File: config.mk
export PLATFORM = sky130hd
export DESIGN_NAME = pc_gen_hwl
export DESIGN_NICKNAME = d
export VERILOG_FILES = /design/src/rtl/pc_gen_hwl.sv
export SDC_FILE = /design/constraint.sdc
export NUM_CORES = 1
export LEC_CHECK = 0
export CAP_MARGIN = 20
export CORE_MARGIN = 2
export CORE_UTILIZATION = 58
export DETAILED_ROUTE_END_ITERATION = 7
export PLACE_DENSITY = 0.82
export SLEW_MARGIN = 20
export SYNTH_ARGS = -nofsm -noshare
export SYNTH_HDL_FRONTEND = slang
export SYNTH_SLANG_ARGS = --single-unit
File: constraint.sdc
create_clock -name clk -period 3.4 [get_ports clk]
set_input_delay 0.51 -clock clk [delete_from_list [all_inputs] [get_ports clk]]
set_output_delay 0.51 -clock clk [all_outputs]
set_load 0.03 [all_outputs]
File: src/rtl/pc_gen_hwl.sv
// Program-counter generator with nested zero-overhead hardware loops.
// Optional back-edge performance counter is enabled by defining HWL_PERF_CNT_EN.
module pc_gen_hwl #(
    parameter logic [31:0] RESET_PC   = 32'h0000_0000,
    parameter int unsigned HWL_LEVELS = 2,
    parameter int unsigned COUNT_W    = 16,
    localparam int unsigned LVL_W     = (HWL_LEVELS > 1) ? $clog2(HWL_LEVELS) : 1
) (
    input  logic                  clk,
    input  logic                  rst_n,
    input  logic                  stall,
    input  logic                  redirect_valid,
    input  logic [31:0]           redirect_pc,
    input  logic                  hwl_set,
    input  logic [LVL_W-1:0]      hwl_level,
    input  logic [31:0]           hwl_start,
    input  logic [31:0]           hwl_end,
    input  logic [COUNT_W-1:0]    hwl_count,
    output logic [31:0]           pc,
    output logic                  pc_hwl_end_zero_flag,
    output logic [HWL_LEVELS-1:0] hwl_active,
    output logic                  hwl_backedge,
    output logic                  hwl_err,
    output logic [31:0]           hwl_iter_count
);

    localparam int unsigned PC_W = 32;

    logic [PC_W-1:0]                    pc_q, pc_d;
    logic [HWL_LEVELS-1:0][PC_W-1:0]    start_q, start_d, end_q, end_d;
    logic [HWL_LEVELS-1:0][COUNT_W-1:0] count_q, count_d;
    logic [HWL_LEVELS-1:0]              active_q, active_d, skip_q, skip_d;
    logic                               err_q;
    logic [PC_W-1:0]                    redir_pc;
    logic                               set_ok;
    logic                               backedge_c;
    logic                               found;
    logic                               zero_flag_c;

    assign redir_pc = redirect_pc & ~PC_W'(3);
    assign set_ok   = hwl_set && (hwl_end >= hwl_start)
                      && (hwl_start[1:0] == 2'b00) && (hwl_end[1:0] == 2'b00);

    // Next-PC selection, loop back-edge scan (inner level first) and loop-state update
    always_comb begin
        pc_d       = pc_q;
        start_d    = start_q;
        end_d      = end_q;
        count_d    = count_q;
        active_d   = active_q;
        skip_d     = skip_q;
        backedge_c = 1'b0;
        found      = 1'b0;
        if (!stall) begin
            if (redirect_valid) begin
                pc_d = redir_pc;
            end else begin
                pc_d = pc_q + PC_W'(4);
                for (int unsigned i = 0; i < HWL_LEVELS; i++) begin
                    // A level being re-armed this cycle neither back-edges nor retires
                    if (!found && active_q[i] && (pc_q == end_q[i])
                        && !(set_ok && (hwl_level == LVL_W'(i)))) begin
                        if (count_q[i] > COUNT_W'(1)) begin
                            count_d[i] = count_q[i] - COUNT_W'(1);
                            pc_d       = start_q[i];
                            backedge_c = 1'b1;
                            found      = 1'b1;
                        end else begin
                            count_d[i]  = '0;
                            active_d[i] = 1'b0;
                        end
                    end
                end
            end
            for (int unsigned i = 0; i < HWL_LEVELS; i++) begin
                if (skip_q[i] && ((pc_q == end_q[i])
                    || (redirect_valid && ((redir_pc < start_q[i]) || (redir_pc > end_q[i]))))) begin
                    skip_d[i] = 1'b0;
                end
            end
        end
        if (set_ok) begin
            for (int unsigned i = 0; i < HWL_LEVELS; i++) begin
                if (hwl_level == LVL_W'(i)) begin
                    start_d[i]  = hwl_start;
                    end_d[i]    = hwl_end;
                    count_d[i]  = hwl_count;
                    active_d[i] = (hwl_count != '0);
                    skip_d[i]   = (hwl_count == '0);
                end
            end
        end
    end

    // Fetch substitutes NOPs while pc walks a zero-trip body
    always_comb begin
        zero_flag_c = 1'b0;
        for (int unsigned i = 0; i < HWL_LEVELS; i++) begin
            if (skip_q[i] && (pc_q >= start_q[i]) && (pc_q <= end_q[i])) begin
                zero_flag_c = 1'b1;
            end
        end
    end

    always_ff @(posedge clk or negedge rst_n) begin
        if (!rst_n) begin
            pc_q     <= RESET_PC;
            start_q  <= '0;
            end_q    <= '0;
            count_q  <= '0;
            active_q <= '0;
            skip_q   <= '0;
            err_q    <= 1'b0;
        end else begin
            pc_q     <= pc_d;
            start_q  <= start_d;
            end_q    <= end_d;
            count_q  <= count_d;
            active_q <= active_d;
            skip_q   <= skip_d;
            if (hwl_set && !set_ok) begin
                err_q <= 1'b1;
            end
        end
    end

`ifdef HWL_PERF_CNT_EN
    logic [31:0] iter_q;

    always_ff @(posedge clk or negedge rst_n) begin
        if (!rst_n) begin
            iter_q <= '0;
        end else if (backedge_c) begin
            iter_q <= iter_q + 32'd1;
        end
    end

    assign hwl_iter_count = iter_q;
`else
    assign hwl_iter_count = '0;
`endif

    assign pc                   = pc_q;
    assign pc_hwl_end_zero_flag = zero_flag_c;
    assign hwl_active           = active_q;
    assign hwl_backedge         = backedge_c;
    assign hwl_err              = err_q;

endmodule

Word level (Yosys, flattened, before mapping):

Index checks and enable logic that the tools add are counted.

* word-level logic and storage cells: 99
* input bits: 118
* flip-flop bits (word level): 197

* $add $sub $neg: 3
* reductions and logical operators: 33
* bitwise gates (word level): 1
* muxes and demuxes: 39
* order comparisons: 11
* eq/ne operators: 2

Operator list (count)
* 32-bit 2-to-1 mux: 8
* 32-bit greater-or-equal comparator: 3
* 16-bit 2-to-1 mux: 6
* 32-bit == test: 2
* 32-bit > comparator: 2
* 32-bit <= comparator: 2
* 32-bit < comparator: 2
* 32-bit by 3-bit adder with 32-bit output (second input constant): 1
* 16-bit by 1-bit > comparator with 1-bit output (second input constant): 2
* 16-bit by 1-bit subtractor with 16-bit output (second input constant): 2
* 1-bit 2-to-1 mux: 20
* 1-bit logical AND: 19
* 16-bit logical NOT: 1
* 16-bit nonzero test: 1
* 2-bit 2-to-1 mux: 5
* 1-bit logical NOT: 4
* 2-bit logical NOT: 2
* 1-bit logical OR: 4
* 2-bit AND reduction: 2
* 1-bit NOT: 1

Longest topological paths before layout:

Gate-level depths: netlist of run 1.

* word-level depth: 19
* mapped depth: 12
* mapped depth without buffers: 10

Least setup slack after synthesis of run 1:

No wires, ideal clock.

* kind: register to output
* start: register pc_q[13], in the netlist pc[13]
* end: output pc_hwl_end_zero_flag
* arrival: 2.947 ns
* setup slack: -0.057 ns
* cell stages (with the launch flop): 10
* path buffers: 0
* cells stage by stage: dfrtp_1 > ha_1 > a21o_1 > a21o_1 > a21oi_1 > o21ai_0 > a221o_1 > o31ai_1 > a21oi_1 > o32ai_1

* longest elaborated chain between the ends: 5
* elaborated cells between the ends (all ways): 10
* those cells by class: order compare: 4; mux: 2; reduce/logical: 4

Ends and longest elaborated chain
* from (decl): line 29 `logic [PC_W-1:0] pc_q, pc_d;`
* from (signal assigned): line 115 `pc_q <= pc_d;`
* 32-bit greater-or-equal comparator: line 99 `if (skip_q[i] && (pc_q >= start_q[i]) && (pc_q <= end_q[i])) begin`
* 1-bit logical AND (2 in series): line 99
* 1-bit 2-to-1 mux: line 99
* 1-bit 2-to-1 mux (*): line 99
* to (decl): line 20 `output logic pc_hwl_end_zero_flag,`

Every way passes the cells marked *; elsewhere a longest branch is shown, timed or not.

Final worst setup path of run 1:

* start: register end_q[9] (netlist name)
* end: output pc_hwl_end_zero_flag

* longest elaborated chain between the ends: 4

Ends and longest elaborated chain
* from (decl): line 30 `logic [HWL_LEVELS-1:0][PC_W-1:0] start_q, start_d, end_q, end_d;`
* from (signal assigned): line 117 `end_q <= end_d;`
* 32-bit <= comparator: line 99
* 1-bit logical AND: line 99
* 1-bit 2-to-1 mux (2 in series): line 99

Every way passes these cells.

==> results of run 1 <==
-- per-stage QoR --
step                worst slack, ps  TNS (ps)    util
floorplan                     171.2         0       -
global placement             -386.4    -24140  0.7071
detailed placement           -436.5    -37610  0.7071
CTS                          -146.5    -177.3  0.7510
global route                 -299.6    -399.8  0.7543
finish                       -194.4    -245.8  0.7543
-- sequential cells by signal (all words and copies together) (netlist names) --
signal and count:
end_q 64, start_q 64, count_q 32, hwl_err 1
hwl_active 2, skip_q 2, pc 32
-- power breakdown --
part | internal, mW | leakage (nW) | switching, mW
registers | 2.79 | 2.20 | 0.304
clock network | 1.05 | 0.288 | 1.08
logic | 1.75 | 7.87 | 2.48
-- worst register-to-register path: cells and delay by family, from the launching register on --
family	cells	cell delay, ps
compound gates	2	440
fa+ha+maj	1	300
buf+inv	4	550
flops	1	430
simple gates	6	1460
-- metal layers --
metal	vias up	track usage	wire length (um)
met5	-	0	0
li1	7621	-	-
met4	0	0.2090	3112
met2	939	0.6174	25680
met1	7934	0.4938	22210
met3	223	0.06958	5258
-- Yosys cell counts (all sizes together) (3+ instances only) --
library cell,number
inv,183
o22ai,4
and2,6
xor2,19
a31oi,9
nand4,62
a221o,5
or4,6
o21a,17
o31ai,6
a211o,4
o31a,5
and3,12
o211ai,28
nor4,20
ha,285
dfrtp,197
or3,10
clkbuf,33
nand3,45
a2111oi,3
nand2b,17
a21o,57
o2111ai,4
and4,4
o221ai,14
buf,66
nor3b,3
a41oi,6
xnor2,11
o21ai,226
o21bai,3
nor3,34
a211oi,22
nand2,232
nor2b,12
a21boi,3
nor2,94
mux2i,9
a221oi,9
or2,3
a21oi,136
-- area by class of cell --
cell class | instances | area, um2
Clock buffer | 17 | 425.4
Clock inverter | 15 | 160.2
Fill cell | 1972 | 6844
Inverter | 183 | 686.9
Multi-Input combinational cell | 1499 | 10960
Sequential cell | 197 | 4930
Tap cell | 378 | 473.0
Timing Repair Buffer | 376 | 3376
-- what timing repair did --
action / 4_1_cts / 5_1_grt
resized for setup: 142 / 19
buffers inserted: 24 / 3
hold buffers: 0 / 0
endpoints found under the setup margin: 2 / 17
pin swaps: 60 / 13
-- cell families (layout without fill, tap and decap cells) --
logic type,Yosys count,count (layout)
xor+xnor,30,30
buf+inv,282,591
other cells,1,32
fa+ha+maj,285,285
flops,197,197
compound gates,576,576
simple gates,567,567
mux,9,9
-- worst max path at each step --
stage / to / cells after the start / startpoint
6_report: pc_hwl_end_zero_flag / 12 / end_q[9]
4_1_cts: pc_hwl_end_zero_flag / 11 / pc[0]
2_1_floorplan: hwl_backedge / 10 / pc[20]
5_1_grt: pc_hwl_end_zero_flag / 12 / end_q[9]
3_5_place_dp: hwl_backedge / 12 / hwl_start[31]
3_3_place_gp: hwl_backedge / 12 / hwl_start[31]
==> results.json, run 1 <==
{
  "routedWlPerCell_um": 21.11,
  "fin_hold_ws_ps": 120.1,
  "crit_top_cell": "a21o_1",
  "tightest_slew_ps": 981.8,
  "total_power_mw": 9.462,
  "first_global_vias": 16590,
  "first_pass_iters": 6,
  "r2r_slack_ps": 140,
  "power_leakage_nw": 10.36,
  "synth.yosys.seq_area_share": 0.2995,
  "grt_use_total": 0.3850,
  "fin_cells": 2665,
  "syn_inst": 1947,
  "post-route-period-util": 1.057,
  "grt_max_degree": 93,
  "grt_overflow": 0,
  "grt_antenna_before_repair": 0,
  "synth_mux_area_frac": 0.005474,
  "vias": 16720,
  "synth_top_family_by_area": "compound AO/OA/AOI/OAI gates",
  "grt_pass1_wl_um": 88130,
  "min_path_type": "input pin to asynchronous set/reset pin",
  "crit_arrival_ps": 3080,
  "netlist.area_leader.share": 0.2995,
  "placed_area_um2": 19700,
  "rsz0062_at_grt": "true",
  "drt-initial-drc-count": 1819,
  "cp.required_ps": 2890,
  "powerDensity_nw_per_um2": 450.3,
  "gp_congestion": 0.9862,
  "pin_count": 187,
  "synth_compound_area_frac": 0.2196,
  "status": "finished with violations",
  "final_common_cell": "ha_1",
  "antennaDiodeCount": 0,
  "drv_cap": 0,
  "ys_types": 78,
  "dpl.hpwl_um": 42100,
  "core_um2": 27860,
  "final_antenna_net_count": 0,
  "critPathKind": "flip-flop to output port",
  "port-buffer-count": 152,
  "synth_edf_count": 0,
  "numCtsBuffers": 17,
  "slowest_stage": "dfrtp_1",
  "synth.top_cells.by_area": "dfrtp_1 30%, ha_1 22%, o21ai_0 6.7%, nand2_1 5.3%, inv_1 4.2%",
  "final_nets": 2677,
  "dieArea_um2": 29740,
  "worstSetupStartpointType": "flip-flop",
  "layout-drive-gt1-share": 0.1605,
  "chipHeight_um": 172.5,
  "ys_ff_latch": 197,
  "h-tree-depth": 4,
  "drc": 0,
  "synth_largest_area_cell": "dfrtp_1",
  "max_freq_mhz": 278.2,
  "crit_chain": "inv_2 -> ha_4 -> a21o_1 -> a21o_1 -> a21oi_4 -> o21ai_2 -> a221o_1 -> o31ai_1 -> buf_4 -> a21oi_2 -> o32ai_4 -> buf_12",
  "worst_r2r_endpoint": "count_q[8]",
  "relSlewSlack": 0.3395,
  "drt_wl_total_um": 56250,
  "synth_xor_area_frac": 0.01596,
  "finalCriticalPeriod_ps": 3594,
  "fp-row-count": 61,
  "viasPerCell": 6.273,
  "timing.final.ws_setup_ps": -194.4,
  "synth-main-ff-cell": "dfrtp_1",
  "violations": "negative setup slack",
  "crit_family": "compound AO/OA/AOI/OAI gates",
  "clkLatencyLatePin_ps": 460,
  "setup_viol": 2,
  "reg2reg_depth": 13,
  "reg2reg_from": "pc[9]",
  "synthArstFlopShare": 1.000,
  "hold_violations": 0,
  "synthesis.area_um2": 16460,
  "yosys.area_share.simple": 0.1676,
  "fin_area_um2": 21010,
  "yosys_warnings": 0,
  "synth_fa_ha_area_frac": 0.2167,
  "clk_pin_slew_ps": 80,
  "final_cell_mix": "260 x ha_1, 228 x nand2_1, 218 x o21ai_0, 202 x buf_4, 197 x dfrtp_1",
  "cp_max_fo": 2,
  "vdd_drop_max_uv": 405.8,
  "syn_avg_cell_area_um2": 8.453,
  "start_util": 0.5908,
  "slowest_delay_ps": 380,
  "syn2layout_area_growth_pct": 27.68,
  "dp.cells": 2608,
  "cts_sinks": 197,
  "end_kind": "output port",
  "die_width_um": 172.5,
  "path_buf_inv": 3,
  "slew_viol_final": 0,
  "cts_tree": "built",
  "cts_root_buf": "clkbuf_16",
  "skew_ps": 23.06,
  "cts_buffer_depth": 2
}
Power figures use the tool's default switching activity.
==> run 2, diff against run 1 <==
TNS_END_PERCENT = 1   (was not set)
==> run 2 against run 1 <==
Effect of this change:
- the run still ends with negative setup slack left
- die area did not move
- clock power about the same
- largest cell class unchanged
- count of clock-buffer cells in the layout unchanged
- sequential share of layout area grew 0.33 points
- clock skew shrank 0.88 ps
==> results.json, run 2 (same netlist as run 1, synthesis figures left out) <==
{
  "viasPerCell": 6.233,
  "die_width_um": 172.5,
  "crit_arrival_ps": 3090,
  "cts-hold-fix-buffers": 0,
  "hold_violations": 0,
  "drc": 0,
  "antennaDiodeCount": 0,
  "clk_pin_slew_ps": 90,
  "max_freq_mhz": 278.1,
  "grt_max_degree": 93,
  "min_path_type": "input pin to asynchronous set/reset pin",
  "tightest_slew_ps": 1009,
  "placed_area_um2": 19700,
  "setup.worst_path.start": "pc[1]",
  "fin_hold_ws_ps": 126.1,
  "fin_area_um2": 20730,
  "powerDensity_nw_per_um2": 452.6,
  "cts_tree": "built",
  "cts_sinks": 197,
  "start_util": 0.5908,
  "first_global_vias": 16350,
  "worst_r2r_endpoint": "count_q[8]",
  "dieArea_um2": 29740,
  "skew_ps": 22.17,
  "reg2reg_from": "pc[11]",
  "power_leakage_nw": 10.21,
  "use_met2": 0.6050,
  "final_common_cell": "ha_1",
  "status": "finished with violations",
  "cts_buffer_depth": 2,
  "numCtsBuffers": 17,
  "vdd_drop_max_uv": 399.7,
  "gp_congestion": 0.9862,
  "clkLatencyLatePin_ps": 460,
  "crit_chain": "buf_4 -> ha_1 -> a21o_1 -> a211oi_2 -> or3_4 -> nand3_4 -> a211oi_4 -> o41a_1 -> o32ai_4 -> buf_12",
  "slowest_delay_ps": 480,
  "syn2layout_area_growth_pct": 25.93,
  "cp.required_ps": 2890,
  "cp-endpoint": "pc_hwl_end_zero_flag",
  "drt_wl_total_um": 54900,
  "reg2reg_depth": 10,
  "drv_cap": 0,
  "grt_antenna_before_repair": 0,
  "routedWlPerCell_um": 20.70,
  "end_kind": "output port",
  "grt_pass1_wl_um": 86590,
  "critPathKind": "flip-flop to output port",
  "met1_usage": 0.4891,
  "rsz0062_at_grt": "true",
  "layout-drive-gt1-share": 0.1429,
  "vias": 16530,
  "r2r_slack_ps": 230,
  "slowest_stage": "o41a_1",
  "setup_viol": 2,
  "grt_use_total": 0.3775,
  "largestRegisters": "end_q (64), start_q (64)",
  "slew_viol_final": 0,
  "post-route-period-util": 1.057,
  "worstSetupStartpointType": "flip-flop",
  "dpl.hpwl_um": 42100,
  "grt_overflow": 0,
  "final_cell_mix": "272 x ha_1, 228 x nand2_1, 218 x o21ai_0, 197 x dfrtp_1, 194 x buf_4",
  "fp-row-count": 61,
  "setup_tns_ps": -384.3,
  "h-tree-depth": 4,
  "pin_count": 187,
  "cp_max_fo": 3,
  "timing.final.ws_setup_ps": -195.5,
  "final_antenna_net_count": 0,
  "violations": "negative setup slack",
  "port-buffer-count": 152,
  "drt-initial-drc-count": 1776,
  "core_um2": 27860,
  "first_pass_iters": 6,
  "grtUsageMet3": 0.06981,
  "relSlewSlack": 0.3214,
  "finalCriticalPeriod_ps": 3595,
  "chipHeight_um": 172.5,
  "busiest_layer": "met2",
  "final_nets": 2664,
  "cts_root_buf": "clkbuf_16"
}
## run 2: cell count changes in the layout (fill, tap and decap cells not counted), moves of 5 or more
cell / delta
buf_4: -8
buf_6: -5
clkdlybuf4s50_1: +36
dlygate4sd2_1: -28
dlymetal6s2s_1: -8
ha_1: +12
ha_4: -12
inv_1: +13
inv_2: -13
## run 2: where the power goes
part           switching [mW]  leakage, nW  total (mW)  internal [mW]
Combinational            2.44         7.72        4.16           1.72
Sequential              0.299         2.20        3.09           2.79
Clock                    1.08        0.288        2.13           1.05
Total                    3.82         10.2        9.38           5.56
## run 2: stage by stage
step | utilization | instances | setup slack (ps) | power [mW]
after floorplan | - | 1978 | 171.2 | 5.509
after global placement | 0.7071 | 2608 | -386.4 | 6.833
after detailed placement | 0.7071 | 2608 | -436.5 | 7.039
after CTS | 0.7423 | 2651 | -146.5 | 9.277
after global routing | 0.7440 | 2652 | -293.7 | 9.968
final | 0.7440 | 2652 | -195.5 | 9.381
## run 2: timing repair
item | CTS | global route
setup endpoints to repair | 2 | 2
gates resized for setup | 78 | 9
endpoints found under the hold margin | 0 | 0
setup buffers | 13 | 1
pin swaps | 45 | 8
## run 2: worst max-delay path: cells and delay by family (launching register included)
family                     cells  cell delay [ps]
adders and majority gates      1              260
and+or+nand+nor                2              520
AOI/OAI and AO/OA              5             1140
DFF                            1              410
buffers and inverters          2              300
## run 2: layout make-up
cell class,instances,area [um2]
Clock inverter,15,160.2
Fill cell,2021,7132
Multi-Input combinational cell,1499,10780
Sequential cell,197,4930
Clock buffer,17,425.4
Tap cell,378,473.0
Timing Repair Buffer,363,3274
Inverter,183,686.9
## run 2: routing by layer
layer / vias to the layer above / share of wire
met5: - / 0
met4: 0 / 0.049
met3: 193 / 0.093
met2: 907 / 0.46
met1: 7839 / 0.40
li1: 7590 / -
## run 2: worst min path at each step
| stage | start | end | slack (ps) | cells after the start |
|---|---|---|---|---|
| 6_report | rst_n | end_q[48] | 130 | 1 |
| 5_1_grt | rst_n | end_q[48] | 200 | 1 |
| 4_1_cts | rst_n | pc[19] | 160 | 1 |
| 3_5_place_dp | hwl_err | hwl_err | 450 | 1 |
| 3_3_place_gp | hwl_err | hwl_err | 440 | 1 |
| 2_1_floorplan | rst_n | count_q[0] | 210 | 0 |
